`config.mk`:
```
export PLATFORM = sky130hd
export DESIGN_NAME = adc_responder
export DESIGN_NICKNAME = d
export VERILOG_FILES = /design/src/rtl/adc_responder.sv
export SDC_FILE = /design/constraint.sdc
export NUM_CORES = 1
export LEC_CHECK = 0
export CELL_PAD_IN_SITES_DETAIL_PLACEMENT = 1
export CELL_PAD_IN_SITES_GLOBAL_PLACEMENT = 1
export CORE_UTILIZATION = 40
export CTS_CLUSTER_SIZE = 8
export DETAILED_ROUTE_END_ITERATION = 6
export GPL_ROUTABILITY_DRIVEN = 0
export PLACE_DENSITY = 0.79
export SLEW_MARGIN = 20
export SYNTH_ARGS = -nofsm -noshare
export SYNTH_HDL_FRONTEND = slang
export SYNTH_SLANG_ARGS = --single-unit
```
`constraint.sdc`:
```
create_clock -name clk -period 4 [get_ports clk]
set_clock_uncertainty 0.15 [all_clocks]
set_input_delay 0.4 -clock clk [delete_from_list [all_inputs] [get_ports clk]]
set_output_delay 0.4 -clock clk [all_outputs]
set_load 0.05 [all_outputs]
```
`src/rtl/adc_responder.sv`:
```
// adc_responder
//   SPI-slave model of the 12-bit serial ADC that the ADC controller talks to.
//   A rising edge on adc_convst latches sample_in, holds busy for CONV_CYCLES
//   clk cycles, then returns the sample LSB first on adc_sdo, advancing one bit
//   per adc_sck rising edge. During the same frame the first six adc_sck falling
//   edges capture a 6-bit configuration word from adc_sdi (MSB first).
//   All inputs come from registers on clk, so edges are detected against
//   one-cycle-delayed copies and no synchronizers are used.
//
// Optional feature: define ADC_RESP_ERR_EN to build the sticky protocol-error
//   flag. Without it, err is tied to 0.
//
// Ports
//   clk         system clock (also the clock that generates adc_sck/adc_convst)
//   reset       asynchronous, active-low reset
//   adc_convst  conversion trigger, rising edge starts a frame
//   adc_sck     serial clock from the controller
//   adc_sdi     configuration bit stream, MSB first
//   adc_sdo     conversion data, LSB first
//   sample_in   value to "convert", latched at conversion start
//   conf_out    last complete configuration word
//   conf_valid  one-cycle pulse when conf_out updates
//   busy        high while converting
//   err         sticky protocol-error flag
//   state_dbg   current FSM state (0 IDLE, 1 CONVERT, 2 SHIFT, 3 DONE)
module adc_responder #(
  parameter int CONV_CYCLES = 1  // legal range 1..15
) (
  input  logic        clk,
  input  logic        reset,
  input  logic        adc_convst,
  input  logic        adc_sck,
  input  logic        adc_sdi,
  output logic        adc_sdo,
  input  logic [11:0] sample_in,
  output logic [5:0]  conf_out,
  output logic        conf_valid,
  output logic        busy,
  output logic        err,
  output logic [1:0]  state_dbg
);

  typedef enum logic [1:0] {
    S_IDLE    = 2'd0,
    S_CONVERT = 2'd1,
    S_SHIFT   = 2'd2,
    S_DONE    = 2'd3
  } state_t;

  state_t      state, state_nx;
  logic        sck_q, cst_q;
  logic [11:0] data_sr;
  logic [3:0]  rx_cnt;     // 0..12
  logic [2:0]  cf_cnt;     // 0..6
  logic [4:0]  cfg_sr;     // first five config bits; the sixth goes straight to conf_out
  logic [3:0]  conv_cnt;

  logic sck_rise, sck_fall, cst_rise;
  logic shift_rise, shift_fall;

  assign sck_rise = adc_sck & ~sck_q;
  assign sck_fall = ~adc_sck & sck_q;
  assign cst_rise = adc_convst & ~cst_q;

  // A convst rise takes priority: any sck edge on the same clk is dropped.
  assign shift_rise = (state == S_SHIFT) && sck_rise && !cst_rise && (rx_cnt < 4'd12);
  assign shift_fall = (state == S_SHIFT) && sck_fall && !cst_rise && (cf_cnt < 3'd6);

  // State register
  always_ff @(posedge clk or negedge reset) begin
    if (!reset) state <= S_IDLE;
    else        state <= state_nx;
  end

  // Next-state logic
  always_comb begin
    state_nx = state;
    if (cst_rise) begin
      state_nx = S_CONVERT;
    end else begin
      case (state)
        S_CONVERT: if (conv_cnt <= 4'd1) state_nx = S_SHIFT;
        S_SHIFT:   if (shift_rise && rx_cnt == 4'd11) state_nx = S_DONE;
        default:   state_nx = state;
      endcase
    end
  end

  // Outputs decoded from state and registers. data_sr is zero-filled as it
  // shifts, so after the twelfth shift (and after reset) adc_sdo reads 0.
  always_comb begin
    busy      = (state == S_CONVERT);
    adc_sdo   = data_sr[0];
    state_dbg = state;
  end

  // Datapath
  always_ff @(posedge clk or negedge reset) begin
    if (!reset) begin
      sck_q      <= 1'b0;
      cst_q      <= 1'b0;
      data_sr    <= '0;
      rx_cnt     <= '0;
      cf_cnt     <= '0;
      cfg_sr     <= '0;
      conv_cnt   <= '0;
      conf_out   <= '0;
      conf_valid <= 1'b0;
    end else begin
      sck_q      <= adc_sck;
      cst_q      <= adc_convst;
      conf_valid <= 1'b0;
      if (cst_rise) begin
        data_sr  <= sample_in;
        rx_cnt   <= '0;
        cf_cnt   <= '0;
        conv_cnt <= 4'(CONV_CYCLES);
      end else begin
        if (state == S_CONVERT && conv_cnt != 4'd0)
          conv_cnt <= conv_cnt - 4'd1;
        if (shift_rise) begin
          data_sr <= {1'b0, data_sr[11:1]};
          rx_cnt  <= rx_cnt + 4'd1;
        end
        if (shift_fall) begin
          cfg_sr <= {cfg_sr[3:0], adc_sdi};
          cf_cnt <= cf_cnt + 3'd1;
          if (cf_cnt == 3'd5) begin
            conf_out   <= {cfg_sr, adc_sdi};
            conf_valid <= 1'b1;
          end
        end
      end
    end
  end

`ifdef ADC_RESP_ERR_EN
  // Protocol errors: sck rise while converting or after the frame is done,
  // or a new conversion before all twelve bits were read.
  always_ff @(posedge clk or negedge reset) begin
    if (!reset) begin
      err <= 1'b0;
    end else if ((sck_rise && !cst_rise && (state == S_CONVERT || state == S_DONE)) ||
                 (cst_rise && state == S_SHIFT && rx_cnt < 4'd12)) begin
      err <= 1'b1;
    end
  end
`else
  assign err = 1'b0;
`endif

endmodule

```
==> flow_summary_export.csv, run 1 <==
group,metric,value,unit
outcome,status,"finished clean",
detailed_routing,ant_nets,0,
sta,setup_viol,0,
clock_tree,cts_resized,0,
logic_synthesis,synth_top_cell_by_area,"dfrtp_1",
final_layout,final_core_util,50.68,%
logic_synthesis,synth_top_family_by_area,"compound AO/OA/AOI/OAI gates",
power_and_ir_drop,peakVddDrop,173.4,uV
logic_synthesis,muxShareOfSynthArea,8.266,%
placement,dpl.hpwl,2960,um
sta,fin_setup_tns,0,ps
final_layout,antennaDiodeCount,0,
floorplan,row_count,24,
final_layout,layout-drive-gt1-share,12.56,%
logic_synthesis,synth-simple-area-share,12.50,%
worst_setup_path,path_cells,"nand2b_1 -> inv_1 -> clkdlybuf4s50_1",
clock_tree,worstSkewPairLatency,290,ps
sta,hold_violations,0,
floorplan,num_io_pins,29,
detailed_routing,routed_wl,4138,um
sta,hold_slack,65.01,ps
logic_synthesis,ys_seq_elements,39,
sta,drv_slew,0,
detailed_routing,routed_via_density,5.645,
clock_tree,cts_tree,"done",
sta,tightest_slew,944.9,ps
global_routing,grt_pass1_vias,1492,
clock_tree,cts.clk_slew.worst_paths,70,ps
final_layout,final_nets,221,
worst_setup_path,required,3450,ps
detailed_routing,first_pass_iters,4,
sta,fin_crit_sh,60.97,%
final_layout,fin_area,2237,um2
logic_synthesis,synthArstFlopShare,100.0,%
sta,fmax,410.1,MHz
power_and_ir_drop,p_total,1.206,mW
logic_synthesis,yosysTopAreaCellShare,52.42,%
worst_setup_path,crit_path_max_incr_delay,800,ps
power_and_ir_drop,p_per_area,539.1,nW/um2
floorplan,core_area,4414,um2
power_and_ir_drop,p_leak,0.9941,nW
global_routing,globalRoute.totalOverflow,0,
worst_setup_path,crit_path_start_kind,"flip-flop",
detailed_routing,drtIter0Drc,34,
run,cap_violations,0,
clock_tree,clock_sinks,39,
logic_synthesis,yosys.area_share.xor_xnor,0,%
global_routing,grt_use_total,18.64,%
sta,maxSlewHeadroom,37.01,%
final_layout,nFillCells,493,
detailed_routing,via_count,1417,
detailed_routing,post_drt_wl_per_cell,16.49,um
placement,postPlaceCellArea,2133,um2
final_layout,area_growth,20.16,%
logic_synthesis,synth_edf_count,0,
logic_synthesis,synth_area_leaders,"dfrtp_1 52%, mux2_2 5.4%, o21ai_0 5.1%",
logic_synthesis,syn_area_per_cell,10.70,um2
clock_tree,clk_path_buf_depth,2,
sta,timing.final.crit_period,2439,ps
clock_tree,cts_root_buffer,"clkbuf_8",
global_routing,grt_max_degree,40,
clock_tree,holdBufCountCts,0,
clock_tree,cts_setup_buffers,0,
floorplan,die_h,70.23,um
sta,rsz0062_at_grt,"no",
logic_synthesis,syn_area,1862,um2
worst_setup_path,worstPathMaxFanout,9,
floorplan,dieArea,4932,um2
placement,port_buffers,27,
worst_setup_path,slowest_stage,"clkdlybuf4s50_1",
logic_synthesis,synth_flop_cell,"dfrtp_1",
clock_tree,htreeDepth,2,
global_routing,grt_pass1_wl,7196,um
worst_setup_path,rrSetupSlack,1950,ps
logic_synthesis,synth_adder_area_share,4.032,%
logic_synthesis,syn_nets,197,
clock_tree,cts_buffers,5,
logic_synthesis,yosysMostFrequentCell,"dfrtp_1",
worst_setup_path,cp.arrival,1890,ps
worst_setup_path,endpoint_kind,"output port",
logic_synthesis,synth_warnings,0,
global_routing,antenna_found_initial,0,
logic_synthesis,ys_seq_area_share,52.42,%
detailed_routing,drc,0,
logic_synthesis,ys_types,38,
floorplan,dieWidth,70.23,um
floorplan,start_util,42.18,%
logic_synthesis,synth_compound_area_share,17.41,%
worst_setup_path,critical_path_class,"reg -> out",
logic_synthesis,yosys-top-cells-count,"39 x dfrtp_1, 19 x o21ai_0, 17 x a21oi_1",
hold_path,hp-class,"in -> async",
logic_synthesis,syn_inst,174,
## state kept, by name, indices dropped and copies added (netlist names), 2 cells and up
name / cells
cf_cnt: 3
cfg_sr: 5
conf_out: 6
conv_cnt: 4
data_sr: 12
rx_cnt: 4
state_dbg: 2
## area by class of cell
class	count	area [um2]	area share (%)
sequential	39	975.9	43.62
tap	52	65.06	2.908
multi-input combinational	116	793.3	35.46
clock buffer	8	100.1	4.474
timing repair buffer	28	272.8	12.19
inverter	8	30.03	1.342
## critical path: cells and delay by family, from the launching register on
family | cells | cell delay [ps]
AND/OR/NAND/NOR | 1 | 280
flip-flops | 1 | 430
buffers and inverters | 2 | 900
## cells in the final DEF (no fill, tap or decap), types with 6 or more instances in the layout
| cell | synthesis | final |
|---|---|---|
| nor2_1 | 13 | 13 |
| a31oi_1 | 12 | 12 |
| mux2_2 | 9 | 9 |
| dfrtp_1 | 39 | 39 |
| a21oi_1 | 17 | 16 |
| o21ai_0 | 19 | 19 |
| ha_1 | 6 | 6 |
| clkbuf_8 | 0 | 7 |
| inv_1 | 8 | 8 |
| clkdlybuf4s50_1 | 0 | 26 |
## per-layer routing
layer	routed length, um	global-route usage, %
met1	1873	23.82
met2	2094	31.32
met3	143	4.906
met4	27	4.667
met5	0	0
## power breakdown
part	internal, mW	leakage, nW	total [mW]	switching [mW]
combinational	0.144	0.449	0.387	0.243
sequential	0.469	0.494	0.532	0.0626
clock	0.157	0.0515	0.287	0.130
## path summary, 6_finish.rpt
kind,endpoint,from,cells after the start
max,busy,state_dbg[1],3
min,conv_cnt[1],reset,1
max reg2reg,conf_out[5],cst_q,3
min reg2reg,conf_out[5],cfg_sr[4],1
max in group asynchronous,data_sr[7],reset,1
min in group clk,conf_out[5],cfg_sr[4],1
## logic make-up (layout without fill, tap and decap cells)
group | count (synthesis) | in the layout
buffers and inverters | 19 | 44
other | 1 | 1
AOI/OAI and AO/OA | 55 | 55
muxes | 14 | 14
DFF | 39 | 39
adders and majority gates | 6 | 6
and+or+nand+nor | 40 | 40
## per-stage QoR
step                worst slack, ps  std cells
global route                   1450        251
global placement               1573        243
CTS                            1524        251
floorplan                      2180        174
finish                         1561        251
detailed placement             1456        243
(Power assumes the default switching activity.)
==> run 2, diff against run 1 <==
--- a/config.mk
+++ b/config.mk
@@ -7,11 +7,11 @@
 export LEC_CHECK = 0
 export CELL_PAD_IN_SITES_DETAIL_PLACEMENT = 1
 export CELL_PAD_IN_SITES_GLOBAL_PLACEMENT = 1
-export CORE_UTILIZATION = 40
+export CORE_UTILIZATION = 37
 export CTS_CLUSTER_SIZE = 8
 export DETAILED_ROUTE_END_ITERATION = 6
 export GPL_ROUTABILITY_DRIVEN = 0
-export PLACE_DENSITY = 0.79
+export PLACE_DENSITY = 0.77
 export SLEW_MARGIN = 20
 export SYNTH_ARGS = -nofsm -noshare
 export SYNTH_HDL_FRONTEND = slang
==> constraint.sdc (replaced) <==
create_clock -name clk -period 2.1 [get_ports clk]
set_clock_uncertainty 0.15 [all_clocks]
set_input_delay 0.21 -clock clk [delete_from_list [all_inputs] [get_ports clk]]
set_output_delay 0.21 -clock clk [all_outputs]
set_load 0.05 [all_outputs]
==> flow_summary_export.csv, run 2 (same netlist as run 1, synthesis figures left out) <==
group,metric,value,unit
global_routing,grt_max_degree,40,
final_layout,antennaDiodeCount,0,
hold_path,min_from,"adc_convst",
floorplan,dieArea,5320,um2
final_layout,largest_reg_flops,12,
final_layout,top_register,"data_sr",
global_routing,antenna_found_initial,0,
detailed_routing,post_drt_wl_per_cell,14.39,um
floorplan,core_area,4786,um2
worst_setup_path,worstPathMaxFanout,6,
detailed_routing,via_count,1433,
clock_tree,htreeDepth,2,
worst_setup_path,required,1740,ps
global_routing,globalRoute.totalOverflow,0,
clock_tree,holdBufCountCts,1,
final_layout,nFillCells,541,
global_routing,grt_pass1_wl,7093,um
power_and_ir_drop,peakVddDrop,596.7,uV
final_layout,layout-drive-gt1-share,14.71,%
worst_setup_path,regToRegStartpoint,"conv_cnt[0]",
worst_setup_path,crit_path_start_kind,"flip-flop",
worst_setup_path,crit_path_max_incr_delay,850,ps
clock_tree,worstSkewPairLatency,290,ps
floorplan,row_count,25,
outcome,status,"finished clean",
final_layout,register_area,975.9,um2
sta,fin_crit_sh,92.92,%
placement,port_buffers,27,
detailed_routing,ant_nets,0,
placement,dpl.hpwl,2740,um
power_and_ir_drop,p_total,2.253,mW
hold_path,hp-class,"in -> reg",
global_routing,grt_use_total,17.28,%
worst_setup_path,endpoint_kind,"output port",
final_layout,final_cell_mix,"39 x dfrtp_1, 25 x clkdlybuf4s50_1, 19 x o21ai_0",
clock_tree,clk_path_buf_depth,2,
worst_setup_path,critical_path_class,"reg -> out",
worst_setup_path,path_cells,"clkdlybuf4s50_1",
sta,drv_slew,0,
final_layout,final_core_util,47.61,%
detailed_routing,first_pass_iters,4,
final_layout,final_common_cell,"dfrtp_1",
clock_tree,cts.clk_slew.worst_paths,80,ps
global_routing,grt_pass1_vias,1562,
worst_setup_path,critical-path-top-delay-family,"buffers and inverters",
floorplan,die_h,72.94,um
sta,fin_setup_tns,0,ps
detailed_routing,routed_via_density,5.288,
sta,rsz0062_at_grt,"no",
clock_tree,cts_setup_buffers,0,
worst_setup_path,crit_path_start,"state_dbg[0]",
clock_tree,cts_resized,0,
final_layout,top_regs,"data_sr: 12 flops, conf_out: 6 flops, cfg_sr: 5 flops",
run,cap_violations,0,
detailed_routing,drc,0,
clock_tree,cts_tree,"done",
final_layout,area_growth,22.38,%
clock_tree,clock_sinks,39,
worst_setup_path,path_buf_inv,1,
final_layout,multiInputGateArea,789.5,um2
clock_tree,cts_root_buffer,"clkbuf_8",
final_layout,final_nets,226,
power_and_ir_drop,p_per_area,988.7,nW/um2
sta,fmax,512.5,MHz
sta,hold_violations,0,
detailed_routing,drtIter0Drc,69,
sta,timing.final.crit_period,1951,ps
power_and_ir_drop,p_leak,1.006,nW
sta,setup_viol,0,
floorplan,dieWidth,72.94,um
worst_setup_path,cp.arrival,1590,ps
worst_setup_path,slowest_stage,"clkdlybuf4s50_1",
floorplan,start_util,38.90,%
sta,tightest_slew,871.3,ps
sta,maxSlewHeadroom,41.91,%
clock_tree,cts_buffers,5,
detailed_routing,routed_wl,3901,um
floorplan,num_io_pins,29,
==> run 2: cell count changes in the layout (fill, tap and decap cells not counted) <==
cell	change
clkdlybuf4s50_1	-1
clkinvlp_4	+2
clkbuf_8	-2
a21oi_2	-1
clkbuf_1	-1
buf_4	+5
dlygate4sd3_1	+1
a21oi_1	+1
clkinv_2	+1
==> run 2: path summary, 6_finish.rpt <==
path / cells after the start / endpoint / slack [ps]
worst max-delay path: 1 / state_dbg[0] / 150
worst min-delay path: 1 / cst_q / 260
worst max register to register: 5 / conv_cnt[0] / 430
worst min register to register: 1 / conf_out[5] / 340
max in group asynchronous: 2 / data_sr[11] / 830
min in group asynchronous: 2 / conf_out[1] / 420
==> run 2: through the flow <==
step	std cells	worst slack, ps	hold WS [ps]	instance area [um2]
3_3_place_gp	262	219.2	211.2	2180
5_1_grt	271	115.4	280.3	2278
2_1_floorplan	174	318.0	-235.6	1862
4_1_cts	271	137.7	262.8	2278
6_report	271	148.7	263.2	2278
3_5_place_dp	262	174.1	232.3	2180
==> run 2: area by class of cell <==
| cell class | instances | area share, % |
|---|---|---|
| well taps | 67 | 3.679 |
| clock buffers | 5 | 3.020 |
| multi-input cells | 116 | 34.65 |
| clock inverters | 3 | 0.8786 |
| inverters | 8 | 1.318 |
| flip-flops and latches | 39 | 42.83 |
| repair buffers | 33 | 13.62 |
==> run 2: where the power goes <==
part           switching (mW)  internal (mW)  leakage (nW)
clock network           0.267          0.231        0.0402
registers               0.113          0.892         0.494
logic                   0.461          0.289         0.472
==> run 2: layer usage <==
layer / global-route usage, % / wire length, um / vias to the layer above
met5: 0 / 0 / -
met4: 5.229 / 51 / 0
met3: 3.315 / 113 / 6
met2: 30.01 / 1973 / 19
met1: 21.82 / 1764 / 735
li1: - / - / 673
